## config.mk

```make
export PLATFORM = sky130hd
export DESIGN_NAME = fir_stream_tx_flat
export DESIGN_NICKNAME = d
export VERILOG_FILES = /design/src/rtl/fir_stream_tx_if.sv /design/src/rtl/fir_stream_tx.sv /design/src/flat_wrapper.sv
export SDC_FILE = /design/constraint.sdc
export NUM_CORES = 1
export LEC_CHECK = 0
export ABC_AREA = 1
export ABC_CLOCK_PERIOD_IN_PS = 4050
export CAP_MARGIN = 10
export CORE_AREA = 8 8 314 346
export CTS_BUF_LIST = sky130_fd_sc_hd__clkbuf_8
export CTS_CLUSTER_SIZE = 16
export DETAILED_ROUTE_END_ITERATION = 6
export DIE_AREA = 0 0 322 354
export GPL_TIMING_DRIVEN = 0
export PLACE_DENSITY_LB_ADDON = 0.12
export SLEW_MARGIN = 20
export SYNTH_ARGS = -nofsm -noshare
export SYNTH_HDL_FRONTEND = slang
export SYNTH_SLANG_ARGS = --single-unit
export TNS_END_PERCENT = 10
```

## constraint.sdc

```tcl
create_clock -name clk -period 4.05 [get_ports clk]
set_input_delay 0.81 -clock clk [delete_from_list [all_inputs] [get_ports clk]]
set_output_delay 0.81 -clock clk [all_outputs]
set_load 0.02 [all_outputs]
```

## src/rtl/fir_stream_tx_if.sv

```systemverilog
// Bundles the host/config, upstream sample and FIR-side signals of fir_stream_tx.
// The master modport is the transmitter's view; slave is the surrounding environment.
interface fir_stream_tx_if #(
  parameter int SAMP_W = 24,
  parameter int COEF_W = 27
);
  logic                     cfg_wr;
  logic [3:0]               cfg_addr;
  logic signed [COEF_W-1:0] cfg_i;
  logic signed [COEF_W-1:0] cfg_q;
  logic                     cfg_go;
  logic                     flush;
  logic                     src_valid;
  logic                     src_ready;
  logic signed [SAMP_W-1:0] src_i;
  logic signed [SAMP_W-1:0] src_q;
  logic                     push_coef;
  logic [4:0]               coef_addr;
  logic signed [COEF_W-1:0] coef_i;
  logic signed [COEF_W-1:0] coef_q;
  logic                     stop_in;
  logic                     push_in;
  logic signed [SAMP_W-1:0] samp_i;
  logic signed [SAMP_W-1:0] samp_q;
  logic                     busy;
  logic [31:0]              samp_count;

  modport master (
    input  cfg_wr, cfg_addr, cfg_i, cfg_q, cfg_go, flush,
    input  src_valid, src_i, src_q, stop_in,
    output src_ready, push_coef, coef_addr, coef_i, coef_q,
    output push_in, samp_i, samp_q, busy, samp_count
  );

  modport slave (
    output cfg_wr, cfg_addr, cfg_i, cfg_q, cfg_go, flush,
    output src_valid, src_i, src_q, stop_in,
    input  src_ready, push_coef, coef_addr, coef_i, coef_q,
    input  push_in, samp_i, samp_q, busy, samp_count
  );
endinterface

```

## src/rtl/fir_stream_tx.sv

```systemverilog
// FIR input-protocol transmitter: sends a staged coefficient burst, then streams
// upstream samples through a small FIFO to the FIR core under StopIn backpressure.
module fir_stream_tx #(
  parameter int NCOEF      = 15,
  parameter int FIFO_DEPTH = 4,
  parameter int SAMP_W     = 24,
  parameter int COEF_W     = 27
) (
  input logic           clk,
  input logic           rst_n,
  fir_stream_tx_if.master bus
);
  localparam int AW = $clog2(FIFO_DEPTH);
  localparam int IW = $clog2(NCOEF + 1);

  typedef enum logic [2:0] {IDLE, LOAD, GAP, STREAM, DRAIN} state_t;
  state_t state, state_nxt;

  logic signed [COEF_W-1:0] tbl_i [NCOEF];
  logic signed [COEF_W-1:0] tbl_q [NCOEF];
  logic signed [SAMP_W-1:0] fifo_i [FIFO_DEPTH];
  logic signed [SAMP_W-1:0] fifo_q [FIFO_DEPTH];
  logic [AW:0]              wr_ptr, rd_ptr;
  logic [IW-1:0]            idx, rd_k;
  logic [31:0]              count;
  logic                     go, load_last, load_step, fwd, empty, full, push, pop;
  logic signed [COEF_W-1:0] rd_i, rd_q;

  // output stage registers of the coefficient burst
  logic                     vld_p0;
  logic [4:0]               coef_addr_p0;
  logic signed [COEF_W-1:0] coef_i_p0, coef_q_p0;

  assign go        = (state == IDLE) && bus.cfg_go;
  assign load_last = (idx == IW'(NCOEF));
  assign load_step = go || ((state == LOAD) && !load_last);
  assign rd_k      = go ? '0 : idx;
  // A write landing on the entry being fetched this cycle must win over the stale table value.
  assign fwd       = bus.cfg_wr && (IW'(bus.cfg_addr) == rd_k);
  assign rd_i      = fwd ? bus.cfg_i : ((rd_k < IW'(NCOEF)) ? tbl_i[rd_k] : '0);
  assign rd_q      = fwd ? bus.cfg_q : ((rd_k < IW'(NCOEF)) ? tbl_q[rd_k] : '0);

  assign empty = (wr_ptr == rd_ptr);
  assign full  = (wr_ptr[AW-1:0] == rd_ptr[AW-1:0]) && (wr_ptr[AW] != rd_ptr[AW]);
  assign push  = bus.src_valid && bus.src_ready;
  assign pop   = ((state == STREAM) || (state == DRAIN)) && !empty && !bus.stop_in;

  assign bus.src_ready  = (state == STREAM) && !full;
  assign bus.push_in    = pop;
  assign bus.samp_i     = empty ? '0 : fifo_i[rd_ptr[AW-1:0]];
  assign bus.samp_q     = empty ? '0 : fifo_q[rd_ptr[AW-1:0]];
  assign bus.busy       = (state != IDLE);
  assign bus.samp_count = count;
  assign bus.push_coef  = vld_p0;
  assign bus.coef_addr  = coef_addr_p0;
  assign bus.coef_i     = coef_i_p0;
  assign bus.coef_q     = coef_q_p0;

  always_ff @(posedge clk or negedge rst_n) begin
    if (!rst_n) state <= IDLE;
    else        state <= state_nxt;
  end

  always_comb begin
    state_nxt = state;
    case (state)
      IDLE:    if (bus.cfg_go) state_nxt = LOAD;
      LOAD:    if (load_last)  state_nxt = GAP;
      GAP:                     state_nxt = STREAM;
      STREAM:  if (bus.flush)  state_nxt = DRAIN;
      DRAIN:   if (empty)      state_nxt = IDLE;
      default:                 state_nxt = IDLE;
    endcase
  end

  // Coefficient table has no reset; contents are the host's responsibility.
  always_ff @(posedge clk) begin
    if (bus.cfg_wr && (bus.cfg_addr < 4'(NCOEF))) begin
      tbl_i[bus.cfg_addr] <= bus.cfg_i;
      tbl_q[bus.cfg_addr] <= bus.cfg_q;
    end
  end

  always_ff @(posedge clk or negedge rst_n) begin
    if (!rst_n) begin
      vld_p0       <= 1'b0;
      coef_addr_p0 <= '0;
      coef_i_p0    <= '0;
      coef_q_p0    <= '0;
      idx          <= '0;
    end else if (load_step) begin
      vld_p0       <= 1'b1;
      coef_addr_p0 <= 5'(rd_k) + 5'd1;
      coef_i_p0    <= rd_i;
      coef_q_p0    <= rd_q;
      idx          <= rd_k + IW'(1);
    end else begin
      vld_p0       <= 1'b0;
      coef_addr_p0 <= '0;
      coef_i_p0    <= '0;
      coef_q_p0    <= '0;
      idx          <= '0;
    end
  end

  always_ff @(posedge clk) begin
    if (push) begin
      fifo_i[wr_ptr[AW-1:0]] <= bus.src_i;
      fifo_q[wr_ptr[AW-1:0]] <= bus.src_q;
    end
  end

  always_ff @(posedge clk or negedge rst_n) begin
    if (!rst_n) begin
      wr_ptr <= '0;
      rd_ptr <= '0;
      count  <= '0;
    end else begin
      if (push) wr_ptr <= wr_ptr + 1'b1;
      if (pop)  rd_ptr <= rd_ptr + 1'b1;
      if (go)       count <= '0;
      else if (pop) count <= count + 32'd1;
    end
  end
endmodule
```

## src/flat_wrapper.sv

```systemverilog
// flat-port wrapper written by rule: the top's interface ports become plain ports
module fir_stream_tx_flat 
#(
  parameter int NCOEF      = 15,
  parameter int FIFO_DEPTH = 4,
  parameter int SAMP_W     = 24,
  parameter int COEF_W     = 27
)
  (clk, rst_n, bus_cfg_wr, bus_cfg_addr, bus_cfg_i, bus_cfg_q, bus_cfg_go, bus_flush, bus_src_valid, bus_src_i, bus_src_q, bus_stop_in, bus_src_ready, bus_push_coef, bus_coef_addr, bus_coef_i, bus_coef_q, bus_push_in, bus_samp_i, bus_samp_q, bus_busy, bus_samp_count);
  fir_stream_tx_if #(.SAMP_W(SAMP_W), .COEF_W(COEF_W)) bus_i ();
  input logic clk;
  input logic rst_n;
  input wire logic [$bits(bus_i.cfg_wr)-1:0] bus_cfg_wr;
  input wire logic [$bits(bus_i.cfg_addr)-1:0] bus_cfg_addr;
  input wire logic [$bits(bus_i.cfg_i)-1:0] bus_cfg_i;
  input wire logic [$bits(bus_i.cfg_q)-1:0] bus_cfg_q;
  input wire logic [$bits(bus_i.cfg_go)-1:0] bus_cfg_go;
  input wire logic [$bits(bus_i.flush)-1:0] bus_flush;
  input wire logic [$bits(bus_i.src_valid)-1:0] bus_src_valid;
  input wire logic [$bits(bus_i.src_i)-1:0] bus_src_i;
  input wire logic [$bits(bus_i.src_q)-1:0] bus_src_q;
  input wire logic [$bits(bus_i.stop_in)-1:0] bus_stop_in;
  output wire logic [$bits(bus_i.src_ready)-1:0] bus_src_ready;
  output wire logic [$bits(bus_i.push_coef)-1:0] bus_push_coef;
  output wire logic [$bits(bus_i.coef_addr)-1:0] bus_coef_addr;
  output wire logic [$bits(bus_i.coef_i)-1:0] bus_coef_i;
  output wire logic [$bits(bus_i.coef_q)-1:0] bus_coef_q;
  output wire logic [$bits(bus_i.push_in)-1:0] bus_push_in;
  output wire logic [$bits(bus_i.samp_i)-1:0] bus_samp_i;
  output wire logic [$bits(bus_i.samp_q)-1:0] bus_samp_q;
  output wire logic [$bits(bus_i.busy)-1:0] bus_busy;
  output wire logic [$bits(bus_i.samp_count)-1:0] bus_samp_count;
  assign bus_i.cfg_wr = bus_cfg_wr;
  assign bus_i.cfg_addr = bus_cfg_addr;
  assign bus_i.cfg_i = bus_cfg_i;
  assign bus_i.cfg_q = bus_cfg_q;
  assign bus_i.cfg_go = bus_cfg_go;
  assign bus_i.flush = bus_flush;
  assign bus_i.src_valid = bus_src_valid;
  assign bus_i.src_i = bus_src_i;
  assign bus_i.src_q = bus_src_q;
  assign bus_i.stop_in = bus_stop_in;
  assign bus_src_ready = bus_i.src_ready;
  assign bus_push_coef = bus_i.push_coef;
  assign bus_coef_addr = bus_i.coef_addr;
  assign bus_coef_i = bus_i.coef_i;
  assign bus_coef_q = bus_i.coef_q;
  assign bus_push_in = bus_i.push_in;
  assign bus_samp_i = bus_i.samp_i;
  assign bus_samp_q = bus_i.samp_q;
  assign bus_busy = bus_i.busy;
  assign bus_samp_count = bus_i.samp_count;
  fir_stream_tx #(.NCOEF(NCOEF), .FIFO_DEPTH(FIFO_DEPTH), .SAMP_W(SAMP_W), .COEF_W(COEF_W)) u_core (.clk(clk), .rst_n(rst_n), .bus(bus_i));
endmodule
```

==> flow_summary_export.csv <==
group,metric,value,unit
run_status,status,"finished clean",
drt,num_vias,32100,
pwr,clkPwrFrac,25.7,%
sta,grt_setup_unrepaired,"yes",
placed_design,port_buffers,255,
global_route,grt_overflow_total,0,
setup_path,crit_buf_inv,6,
drt,routedWlPerCell,21.9,um
drt,firstDrtPassIters,6,
sta,holdWs,0.495,ns
synth,synth-edff-count,1002,
flow_run,maxCapViolations,0,
setup_path,cp_max_fo,10,
synth,syn_area,45800,um^2
setup_path,worstReg2RegStart,"u_core.idx[1]",
min_path,holdPathStages,1,
drt,ant_nets,0,
setup_path,reg2reg_to,"u_core.bus.coef_q[14]",
placed_design,gp_congestion,0.888,
clock_network,clk_pin_slew,0.06,ns
clock_network,clock_latency,0.85,ns
synth,yosys.cell_types.count,34,
clock_network,clockBufferDepth,3,
sta,clock_skew,0.0303,ns
synth,syn-instance-count,4065,
pwr,p_comb_share,36.0,%
clock_network,post_cts_buffers,0,
die,core_area,103000,um^2
die,initial_core_util,44.5,%
drt,routed_wl,133000,um
die,ioPinCount,256,
pwr,power_leakage,21.3,nW
setup_path,reg2reg_depth,7,
global_route,grt_usage,23.0,%
synth,syn-num-nets,4184,
setup_path,ff2ff_setup_slack,0.17,ns
sta,fmax,257,MHz
die,die_w,322,um
placed_design,place_inst,5747,
layout,seqCellArea,32600,um^2
synth,ys_seq_area_share,71.2,%
clock_network,clockRootBuffer,"clkbuf_8",
setup_path,critPathKind,"reg -> out",
setup_path,cp_slowest_stage_delay,0.60,ns
synth,async_flop_share,9.16,%
global_route,grt_pass1_vias,31100,
global_route,grt_pass1_wl,199000,um
setup_path,critPathTopFamily,"buffers and inverters",
layout,final_cell_mix,"1123 x nand2_1, 1002 x edfxtp_1, 564 x nand3_1, 398 x inv_1, 231 x clkdlybuf4s50_1",
global_route,grt_antenna_before_repair,11,
placed_design,pre_cts_ws,0.00125,ns
synth,yosys_warnings,0,
pwr,power_switching,0.0133,W
sta,setup_ws,0.152,ns
die,rows,124,
setup_path,worstPathArrival,3.09,ns
layout,multi_input_area,11000,um^2
die,die_area,114000,um^2
sta,timing.final.hold_violations,0,
layout,instances_no_fill,6085,
layout,drive_gt1_share,9.65,%
layout,final_common_cell,"nand2_1",
synth,ys.flop_type,"edfxtp_1",
setup_path,crit_top_cell,"clkbuf_4",
sta,timing.final.max_slew_violations,0,
clock_network,clock-sinks,1103,
min_path,hold_end,"u_core.wr_ptr[2]",
sta,timing.final.crit_share,96.3,%
pwr,sw_frac_of_total,38.4,%
clock_network,htreeDepth,4,
setup_path,worstPathCellList,"buf_2, inv_4, clkbuf_4, clkbuf_4, nor2_1, o22ai_1, nand2_1, inv_1, clkdlybuf4s50_1",
layout,fin_util,52.9,%
drt,avgViaCountPerCell,5.28,
layout,finalNetCount,4660,
pwr,p_int,0.0213,W
pwr,powerDensity,634,nW/um^2
global_route,grt_max_degree,62,
synth,avgSynthCellArea,11.3,um^2
pwr,p_seq_share,38.3,%
drt,drc,0,
sta,tightest_slew,1.20,ns
min_path,hold_path.class,"reg -> reg",
layout,fill_cells,9053,
sta,final.min_clock_period,3.90,ns
sta,slew-limit-headroom,19.8,%
min_path,hp-start,"u_core.wr_ptr[2]",
setup_path,cp.required,3.24,ns
clock_network,cts_tree,"yes",
synth,synth-seq-cells,1103,
die,die_y,354,um
layout,syn_to_final_growth,18.9,%
sta,setup_viol,0,
setup_path,slowest_stage,"clkdlybuf4s50_1",
clock_network,numCtsBuffers,177,
setup_path,cp-start-kind,"flop",
drt,drtIter0Drc,3161,
setup_path,endpoint_kind,"primary output",
pwr,vdd_drop_max,0.000503,V
placed_design,hpwl,90500,um
==> metrics by stage <==
step | TNS, ns | cell area (um^2) | power (W)
after floorplan | 0 | 45800 | 0.0204
after global placement | -2463.46 | 50100 | 0.0259
after detailed placement | 0 | 51100 | 0.0260
after CTS | 0 | 54400 | 0.0348
after global routing | -0.0859 | 54500 | 0.0363
final | 0 | 54500 | 0.0345
==> routing by layer <==
layer	routed length, um	up-vias	global-route usage, %
li1	-	15100	-
met1	57000	15600	31.3
met2	63100	1198	36.8
met3	9450	243	4.76
met4	3920	0	7.72
met5	0	-	0
==> cells by family after synthesis <==
family	after synthesis	share of synthesized area (%)
fa+ha+maj	6	0.164
other cells	1	0.00819
buf+inv	577	5.17
simple gates	2009	18.6
compound gates	353	4.51
flops	1103	71.2
xor+xnor	16	0.306
==> worst max-delay path by stage <==
| stage | startpoint | to | slack (ns) | cells after the start |
|---|---|---|---|---|
| 2_1_floorplan | bus_cfg_addr[3] | u_core.tbl_i[0][0] | 0.30 | 3 |
| 3_3_place_gp | rst_n | u_core.bus.coef_q[0] | -2.68 | 1 |
| 3_5_place_dp | bus_cfg_go | u_core.bus.coef_q[3] | 0.001 | 11 |
| 4_1_cts | u_core.rd_ptr[0] | bus_samp_i[15] | 0.003 | 11 |
| 5_1_grt | u_core.rd_ptr[0] | bus_samp_i[2] | -0.04 | 9 |
| 6_report | u_core.rd_ptr[0] | bus_samp_q[17] | 0.15 | 9 |
==> power by group through the flow <==
| stage | clock network, W | logic, W | registers (W) |
|---|---|---|---|
| floorplan | 0 | 0.00676 | 0.0137 |
| finish | 0.00889 | 0.0124 | 0.0132 |
| CTS | 0.00906 | 0.0125 | 0.0132 |
| global placement | 0 | 0.0124 | 0.0135 |
| global route | 0.00953 | 0.0136 | 0.0133 |
| detailed placement | 0 | 0.0125 | 0.0134 |
==> synthesized netlist by cell type, types with 12 or more instances <==
| library cell | number | area share [%] |
|---|---|---|
| xor2_1 | 12 | 0.23 |
| o22ai_1 | 48 | 0.66 |
| buf_2 | 99 | 1.1 |
| nand2_1 | 1123 | 9.2 |
| inv_1 | 321 | 2.6 |
| o21ai_0 | 120 | 1.3 |
| nor2_1 | 214 | 1.8 |
| buf_4 | 13 | 0.21 |
| clkbuf_1 | 125 | 1.0 |
| edfxtp_1 | 1002 | 66 |
| nand3_1 | 564 | 6.2 |
| a21oi_1 | 119 | 1.3 |
| nor3_1 | 24 | 0.26 |
| o2111ai_1 | 55 | 1.1 |
| nand4_1 | 70 | 0.96 |
| dfrtp_1 | 101 | 5.5 |
==> flip-flops by register name, summed over array words and instances, names as in the netlist, 27 cells and up <==
name,count
u_core.bus.samp_count,32
u_core.fifo_i,96
u_core.tbl_q,405
u_core.bus.coef_q,27
u_core.bus.coef_i,27
u_core.tbl_i,405
u_core.fifo_q,96
==> cell type report <==
class                      count  share of cell area (%)
sequential                  1103                    59.9
multi-input combinational   2385                    20.1
timing repair buffer         297                    6.28
clock buffer                 194                    4.90
tap                         1386                    3.18
inverter                     330                    2.28
buffer                       247                    2.20
clock inverter               130                    1.08
antenna                       13                  0.0597
==> repair_timing <==
action                                 in CTS  in global routing
setup endpoints to repair                  49                 30
cloned                                      0                  0
endpoints found under the hold margin      60                  0
resized for setup                          52                 25
hold buffers                                1                  0
(Power assumes the default switching activity.)
